===== src/rtl/hypercpu_regwrite_arbiter.sv =====
// Round-robin arbiter funnelling several register-write requesters into a
// single registered write port. State updates on the falling edge of mclk.
// Writes to the stack-pointer and program-counter registers also raise a
// dedicated pulse that is aligned with write_enable.

module hypercpu_regwrite_arbiter #(
  parameter int  NUM_REQ    = 3,
  parameter int  REG_COUNT  = 16,
  parameter int  SP_ADDR    = REG_COUNT - 2,
  parameter int  PC_ADDR    = REG_COUNT - 1,
  localparam int REG_BITS   = $clog2(REG_COUNT),
  localparam int GRANT_BITS = $clog2(NUM_REQ)
) (
  input  logic                         mclk,
  input  logic                         reset,
  input  logic [NUM_REQ-1:0]           req_valid,
  input  logic [NUM_REQ*REG_BITS-1:0]  req_addr,
  input  logic [NUM_REQ*32-1:0]        req_data,
  output logic [NUM_REQ-1:0]           req_ready,
  input  logic                         hold,
  output logic                         write_enable,
  output logic [REG_BITS-1:0]          write_addr,
  output logic [31:0]                  write_data,
  output logic                         sp_written,
  output logic                         pc_written,
  output logic [GRANT_BITS-1:0]        last_grant
);

  logic                  grant_found;
  logic [GRANT_BITS-1:0] grant_idx;
  logic                  transfer;
  logic [REG_BITS-1:0]   sel_addr;
  logic [31:0]           sel_data;

  // Search upward from the requester after the last winner, wrapping around;
  // the first valid requester wins. hold suppresses the grant but not the search.
  always_comb begin
    int                  cand;
    logic [GRANT_BITS-1:0] cand_idx;
    grant_found = 1'b0;
    grant_idx   = '0;
    cand        = 0;
    cand_idx    = '0;
    for (int k = 1; k <= NUM_REQ; k++) begin
      cand     = (int'(last_grant) + k) % NUM_REQ;
      cand_idx = GRANT_BITS'(cand);
      if (!grant_found && req_valid[cand_idx]) begin
        grant_found = 1'b1;
        grant_idx   = cand_idx;
      end
    end
  end

  // One-hot ready towards the winning requester, zero while frozen.
  always_comb begin
    req_ready = '0;
    if (grant_found && !hold) begin
      req_ready[grant_idx] = 1'b1;
    end
  end

  assign transfer = |(req_ready & req_valid);

  // Mux the winner's address and data; addresses are passed through untouched.
  always_comb begin
    sel_addr = '0;
    sel_data = '0;
    for (int i = 0; i < NUM_REQ; i++) begin
      if (grant_idx == GRANT_BITS'(i)) begin
        sel_addr = req_addr[i*REG_BITS +: REG_BITS];
        sel_data = req_data[i*32 +: 32];
      end
    end
  end

  // Register the granted write; address/data hold when nothing transfers.
  // Reset restarts the rotation so the first search begins at requester 0.
  always_ff @(negedge mclk or negedge reset) begin
    if (!reset) begin
      write_enable <= 1'b0;
      write_addr   <= '0;
      write_data   <= '0;
      sp_written   <= 1'b0;
      pc_written   <= 1'b0;
      last_grant   <= GRANT_BITS'(NUM_REQ - 1);
    end else begin
      write_enable <= transfer;
      sp_written   <= transfer && (sel_addr == REG_BITS'(SP_ADDR));
      pc_written   <= transfer && (sel_addr == REG_BITS'(PC_ADDR));
      if (transfer) begin
        write_addr <= sel_addr;
        write_data <= sel_data;
        last_grant <= grant_idx;
      end
    end
  end

endmodule


===== config.mk =====
export PLATFORM = sky130hd
export DESIGN_NAME = hypercpu_regwrite_arbiter
export DESIGN_NICKNAME = d
export VERILOG_FILES = /design/src/rtl/hypercpu_regwrite_arbiter.sv
export SDC_FILE = /design/constraint.sdc
export NUM_CORES = 1
export LEC_CHECK = 0
export ABC_CLOCK_PERIOD_IN_PS = 7500
export BUFFER_PORTS_ARGS = -buffer_cell sky130_fd_sc_hd__buf_4
export CORE_UTILIZATION = 46
export DETAILED_ROUTE_END_ITERATION = 10
export PLACE_DENSITY = 0.92
export SLEW_MARGIN = 30
export SYNTH_ARGS = -nofsm -noshare
export SYNTH_HDL_FRONTEND = slang
export SYNTH_SLANG_ARGS = --single-unit

===== constraint.sdc =====
create_clock -name mclk -period 7.5 [get_ports mclk]
set_input_delay 1.125 -clock mclk [delete_from_list [all_inputs] [get_ports mclk]]
set_output_delay 1.125 -clock mclk [all_outputs]
set_load 0.02 [all_outputs]

==> results of run 1 <==
[placed cells by master (no fill, tap or decap), types with 3 or more instances in the layout]
master,n
o211ai_1,10
clkbuf_8,5
clkbuf_1,3
a21oi_1,5
dfrtn_1,40
mux2i_1,14
nand2_1,51
inv_1,7
a22o_1,11
buf_4,167
nor2_1,17
nand2b_1,5
o221ai_1,10
o21a_1,11
o21ai_0,13
nand3_1,22
[repair_timing]
item	4_1_cts	5_1_grt
endpoints found under the setup margin	3	3
pin swaps	1	2
endpoints found under the hold margin	0	0
setup buffers	1	3
gates resized for setup	5	5
[power groups by stage]
stage | combinational, mW | clock (mW) | sequential [mW]
2_1_floorplan | 0.421 | 0.00167 | 0.519
4_1_cts | 0.896 | 0.143 | 0.396
6_report | 0.928 | 0.141 | 0.396
3_3_place_gp | 0.854 | 0.00167 | 0.392
3_5_place_dp | 0.878 | 0.00167 | 0.398
5_1_grt | 1.00 | 0.153 | 0.408
[worst max-delay path, delay by kind of cell (launching register included)]
family / cells / cell delay [ps]
AOI/OAI and AO/OA: 3 / 910
adders and majority gates: 1 / 190
buffers and inverters: 2 / 250
DFF: 1 / 560
and+or+nand+nor: 2 / 280
[layer usage]
layer | vias to the layer above | wire, um | global-route usage
li1 | 1284 | - | -
met1 | 1332 | 2922 | 0.3174
met2 | 123 | 4390 | 0.5365
met3 | 16 | 558 | 0.06369
met4 | 0 | 161 | 0.1300
met5 | - | 0 | 0
[logic make-up after synthesis]
| logic type | share of synthesized area |
|---|---|
| muxes | 0.06718 |
| adders and majority gates | 0.01551 |
| buffers and inverters | 0.05633 |
| AOI/OAI and AO/OA | 0.2372 |
| DFF | 0.4243 |
| and+or+nand+nor | 0.1995 |
[metrics by stage]
step	power, mW	instances
3_5_place_dp	1.278	485
5_1_grt	1.565	497
4_1_cts	1.435	494
2_1_floorplan	0.9418	271
6_report	1.465	497
3_3_place_gp	1.247	485
[worst min path at each step]
stage / slack, ps / cells past startpoint / endpoint
finish: 430 / 2 / write_data[20]
global route: 460 / 1 / write_data[6]
CTS: 430 / 2 / write_data[20]
detailed placement: 430 / 2 / write_data[20]
global placement: 430 / 2 / write_data[20]
floorplan: 540 / 2 / write_addr[0]
[sequential cells by signal, indices dropped and copies added, names as in the netlist]
name          flops
write_data       32
write_enable      1
pc_written        1
write_addr        4
last_grant        2
sp_written        1
[layout make-up]
| cell class | instances | area [um^2] |
|---|---|---|
| Clock buffer | 8 | 80.08 |
| Timing Repair Buffer | 168 | 1265 |
| Sequential cell | 41 | 1027 |
| Multi-Input combinational cell | 202 | 1306 |
| Clock inverter | 1 | 3.754 |
| Fill cell | 378 | 1276 |
| Tap cell | 70 | 87.58 |
| Inverter | 7 | 28.78 |
==> results.py, run 1 <==
metrics = {
    "worst_setup_path": {
        "cp-endpoint": "req_ready[0]",
        "crit_path_top_delay_cell": "dfstp_2",
        "cp-start-kind": "flop",
        "end_kind": "primary output",
        "worstPathMaxFanout": 7,
        "reg2regPathDepth": 11,
        "worstPathRequired_ps": 6380,
        "worst-setup-path-type": "flop to primary output",
        "startpoint": "last_grant[1]",
        "crit_chain": "inv_1 > ha_4 > or2_0 > a32o_2 > o41a_1 > o21ai_2 > nor2_1 > buf_4",
        "cp_data_arrival_time_ps": 6290,
        "r2r-end": "write_data[28]",
        "cp_slowest_stage_delay_ps": 560,
        "rrSetupSlack_ps": 4430,
        "reg2reg_from": "last_grant[1]",
    },
    "synth": {
        "synth_top_area_share": 0.4134,
        "yosys-top-cells-count": "51 x nand2_1, 40 x dfrtn_1, 22 x nand3_1",
        "syn_nets": 388,
        "synth.distinct_cells": 43,
        "synth_seq_cells": 41,
        "synth-edff-count": 0,
        "syn_area_per_cell_um2": 8.934,
        "seq_area_frac_synth": 0.4243,
        "synthCells": 271,
        "syn_area_um2": 2421,
        "yosysTopAreaCell": "dfrtn_1",
        "yosysMostFrequentCell": "nand2_1",
        "yosysWarnings": 0,
        "synth-main-ff-cell": "dfrtn_1",
        "synthTopCellsByArea": "dfrtn_1 41%, nand2_1 7.9%, mux2i_1 5.8%",
        "ys_async_sr_fraction": 1.000,
    },
    "placed_design": {
        "dp_hpwl_um": 5984,
        "dp_slack_ps": 194.8,
        "gp_congestion": 0.7811,
        "place_area_um2": 3642,
        "numPortBuffers": 157,
    },
    "cts": {
        "cts_buffer_depth": 2,
        "htreeDepth": 2,
        "cts_made_buffers": 5,
        "path_clk_slew_ps": 50,
        "clk_latency_ps": 350,
        "cts_sinks": 41,
        "ctsRootBufferMaster": "clkbuf_8",
        "postCtsHoldBufs": 0,
        "tritoncts": "built",
    },
    "global_routing": {
        "antenna_found_initial": 0,
        "gr-total-overflow": 0,
        "groute.usage.overall": 0.2909,
        "grt_pass1_wl_um": 12160,
        "grt_pass1_vias": 2726,
        "grt_max_degree": 42,
    },
    "power": {
        "powerDensity_nw_per_um2": 385.6,
        "peakVddDrop_uv": 333.1,
        "p_leak_nw": 1.882,
        "p_comb_frac": 0.634,
        "power.internal_mw": 0.8073,
        "power_frac_seq": 0.270,
        "clkPwrFrac": 0.096,
        "switching_share": 0.4489,
        "p_sw_mw": 0.6577,
    },
    "floorplanning": {
        "core_um2": 5075,
        "die_x_um": 74.55,
        "dieArea_um2": 5557,
        "rows": 26,
        "die_height_um": 74.55,
        "pin_count": 158,
        "start_util": 0.4771,
    },
    "drt": {
        "drt_iter0_markers": 83,
        "ant_nets": 0,
        "vias": 2755,
        "wl_per_cell_um": 16.16,
        "drc": 0,
        "drtPass1Iterations": 4,
        "via_per_inst": 5.543,
        "drt-total-wl_um": 8032,
    },
    "layout": {
        "syn_to_final_growth_pct": 56.90,
        "fin_nets": 543,
        "final_util": 0.7485,
        "drive_gt1_frac": 0.4450,
        "final_area_um2": 3799,
        "antennaDiodeCount": 0,
    },
    "timing": {
        "holdWs_ps": 425.9,
        "setup_ws_ps": 89.43,
        "tightest_slew_ps": 542.8,
        "fin_skew_ps": 58.56,
        "slew_headroom": 0.6381,
        "finalSetupViolCount": 0,
        "setup-tns-final_ps": 0,
        "maxSlewViolCount": 0,
        "finalHoldViolations": 0,
    },
    "run": {
        "drv_cap": 0,
    },
    "hold_path": {
        "hp-class": "flop to flop",
        "hold_start": "write_data[20]",
    },
    "outcome": {
        "outcome": "finished clean",
    },
}
Note: power is estimated with default switching activity, not from simulation.
==> run 2, diff against run 1 <==
--- a/config.mk
+++ b/config.mk
@@ -9,6 +9,7 @@
 export BUFFER_PORTS_ARGS = -buffer_cell sky130_fd_sc_hd__buf_4
 export CORE_UTILIZATION = 46
 export DETAILED_ROUTE_END_ITERATION = 10
+export GPL_TIMING_DRIVEN = 0
 export PLACE_DENSITY = 0.92
 export SLEW_MARGIN = 30
 export SYNTH_ARGS = -nofsm -noshare
==> results.py, run 2 (same netlist as run 1, synthesis figures left out) <==
metrics = {
    "outcome": {
        "outcome": "finished clean",
    },
    "drt": {
        "wl_per_cell_um": 17.51,
        "via_per_inst": 5.621,
        "drc": 0,
        "drt-total-wl_um": 8999,
        "vias": 2889,
        "ant_nets": 0,
        "drtPass1Iterations": 4,
        "drt_iter0_markers": 115,
    },
    "power": {
        "power_frac_seq": 0.253,
        "peakVddDrop_uv": 224.1,
        "p_leak_nw": 1.963,
        "switching_share": 0.4428,
        "p_sw_mw": 0.6957,
        "power.internal_mw": 0.8752,
        "powerDensity_nw_per_um2": 399.2,
        "clkPwrFrac": 0.113,
        "p_comb_frac": 0.634,
    },
    "timing": {
        "slew_headroom": 0.5836,
        "tightest_slew_ps": 616.8,
        "fin_skew_ps": 53.82,
        "finalSetupViolCount": 0,
        "setup-tns-final_ps": 0,
        "rsz0062_at_grt": "true",
        "maxSlewViolCount": 0,
        "holdWs_ps": 430.9,
        "finalHoldViolations": 0,
    },
    "cts": {
        "postCtsHoldBufs": 0,
        "cts_made_buffers": 5,
        "htreeDepth": 2,
        "cts_buffer_depth": 2,
        "clk_latency_ps": 350,
        "ctsRootBufferMaster": "clkbuf_8",
        "cts_sinks": 41,
        "path_clk_slew_ps": 50,
        "tritoncts": "built",
    },
    "placed_design": {
        "numPortBuffers": 157,
        "place_area_um2": 3687,
        "dp_hpwl_um": 6512,
        "gp_congestion": 0.8871,
    },
    "worst_setup_path": {
        "worstPathRequired_ps": 6380,
        "worst-setup-path-type": "flop to primary output",
        "crit_path_top_delay_cell": "dfstp_2",
        "crit_buf_inv": 2,
        "cp_data_arrival_time_ps": 6370,
        "cp-start-kind": "flop",
        "crit_chain": "ha_4 > or2_0 > a32o_2 > o41a_1 > o21ai_2 > buf_6 > nor2_1 > buf_4",
        "critical-path-top-delay-family": "compound AO/OA/AOI/OAI gates",
        "cp_slowest_stage_delay_ps": 580,
        "end_kind": "primary output",
        "worstPathMaxFanout": 10,
    },
    "run": {
        "drv_cap": 0,
    },
    "layout": {
        "multiInputGateArea_um2": 1306,
        "syn_to_final_growth_pct": 62.53,
        "n_fill_cell": 389,
        "regArea_um2": 1027,
        "antennaDiodeCount": 0,
        "reg_top3": "write_data: 32 flops, write_addr: 4 flops, last_grant: 2 flops",
        "fin_nets": 560,
        "drive_gt1_frac": 0.4527,
        "largest_reg_flops": 32,
        "final_area_um2": 3935,
        "final_common_cell": "buf_4",
        "final_cell_mix": "169 x buf_4, 51 x nand2_1, 40 x dfrtn_1",
        "top_register": "write_data",
    },
    "global_routing": {
        "grt_pass1_wl_um": 13070,
        "gr-total-overflow": 0,
        "antenna_found_initial": 0,
        "groute.usage.overall": 0.3157,
        "grt_max_degree": 42,
        "grt_pass1_vias": 2797,
    },
    "floorplanning": {
        "core_um2": 5075,
        "dieArea_um2": 5557,
        "pin_count": 158,
        "rows": 26,
        "die_x_um": 74.55,
        "start_util": 0.4771,
        "die_height_um": 74.55,
    },
    "hold_path": {
        "hp-class": "flop to flop",
    },
}
-- run 2: cell count changes in the layout (fill, tap and decap cells not counted), moves of 2 or more --
cell	delta
buf_2	+4
buf_4	+2
buf_6	+4
clkbuf_1	+3
-- run 2: final cells by class --
class	instances	area share
timing repair buffer	167	0.3196
clock buffer	6	0.01844
multi-input combinational	202	0.3320
tap	70	0.02226
buffer	18	0.02989
inverter	7	0.007313
sequential	41	0.2611
clock inverter	3	0.009539
-- run 2: path summary, 6_finish.rpt --
path                                start              to  slack [ps]  cells past startpoint
setup reg to reg            last_grant[1]   write_data[2]        4540                      9
max in group asynchronous           reset   last_grant[1]        2610                      1
hold / removal             write_data[16]  write_data[16]         430                      2
min in group asynchronous           reset    write_enable        4440                      1
hold reg to reg            write_data[16]  write_data[16]         430                      2
setup / recovery            last_grant[1]    req_ready[0]           3                      8
-- run 2: layer usage --
metal  vias up  GRT usage  share of wire
li1       1321          -              -
met1      1401     0.3533           0.37
met2       148     0.5846           0.53
met3        19    0.07724          0.074
met4         0     0.1006          0.020
met5         -          0              0
-- run 2: power by group through the flow --
stage / clock (mW) / combinational, mW / sequential [mW]
final: 0.177 / 0.995 / 0.398
after global routing: 0.190 / 1.06 / 0.410
after CTS: 0.178 / 0.951 / 0.397
after detailed placement: 0.00167 / 0.899 / 0.400
after global placement: 0.00167 / 0.874 / 0.394
after floorplan: 0.00167 / 0.421 / 0.519
-- run 2: tightest hold or removal path: stages (launching register included) --
cell,delay [ps]
dfrtn_1,410
nand2_1,50
o21ai_0,60
-- run 2: through the flow --
stage / std cells / worst slack [ps] / power (mW) / util
finish: 514 / 3.204 / 1.571 / 0.7754
global route: 514 / -94.91 / 1.662 / 0.7754
CTS: 509 / -46.92 / 1.526 / 0.7633
detailed placement: 498 / -108.3 / 1.300 / 0.7266
global placement: 498 / -32.57 / 1.270 / 0.7266
floorplan: 271 / 9.812 / 0.9418 / -
-- run 2: what timing repair did --
item,4_1_cts,5_1_grt
setup buffers,5,5
pin swaps,2,3
hold endpoints to repair,0,0
endpoints found under the setup margin,3,3
gates resized for setup,15,8
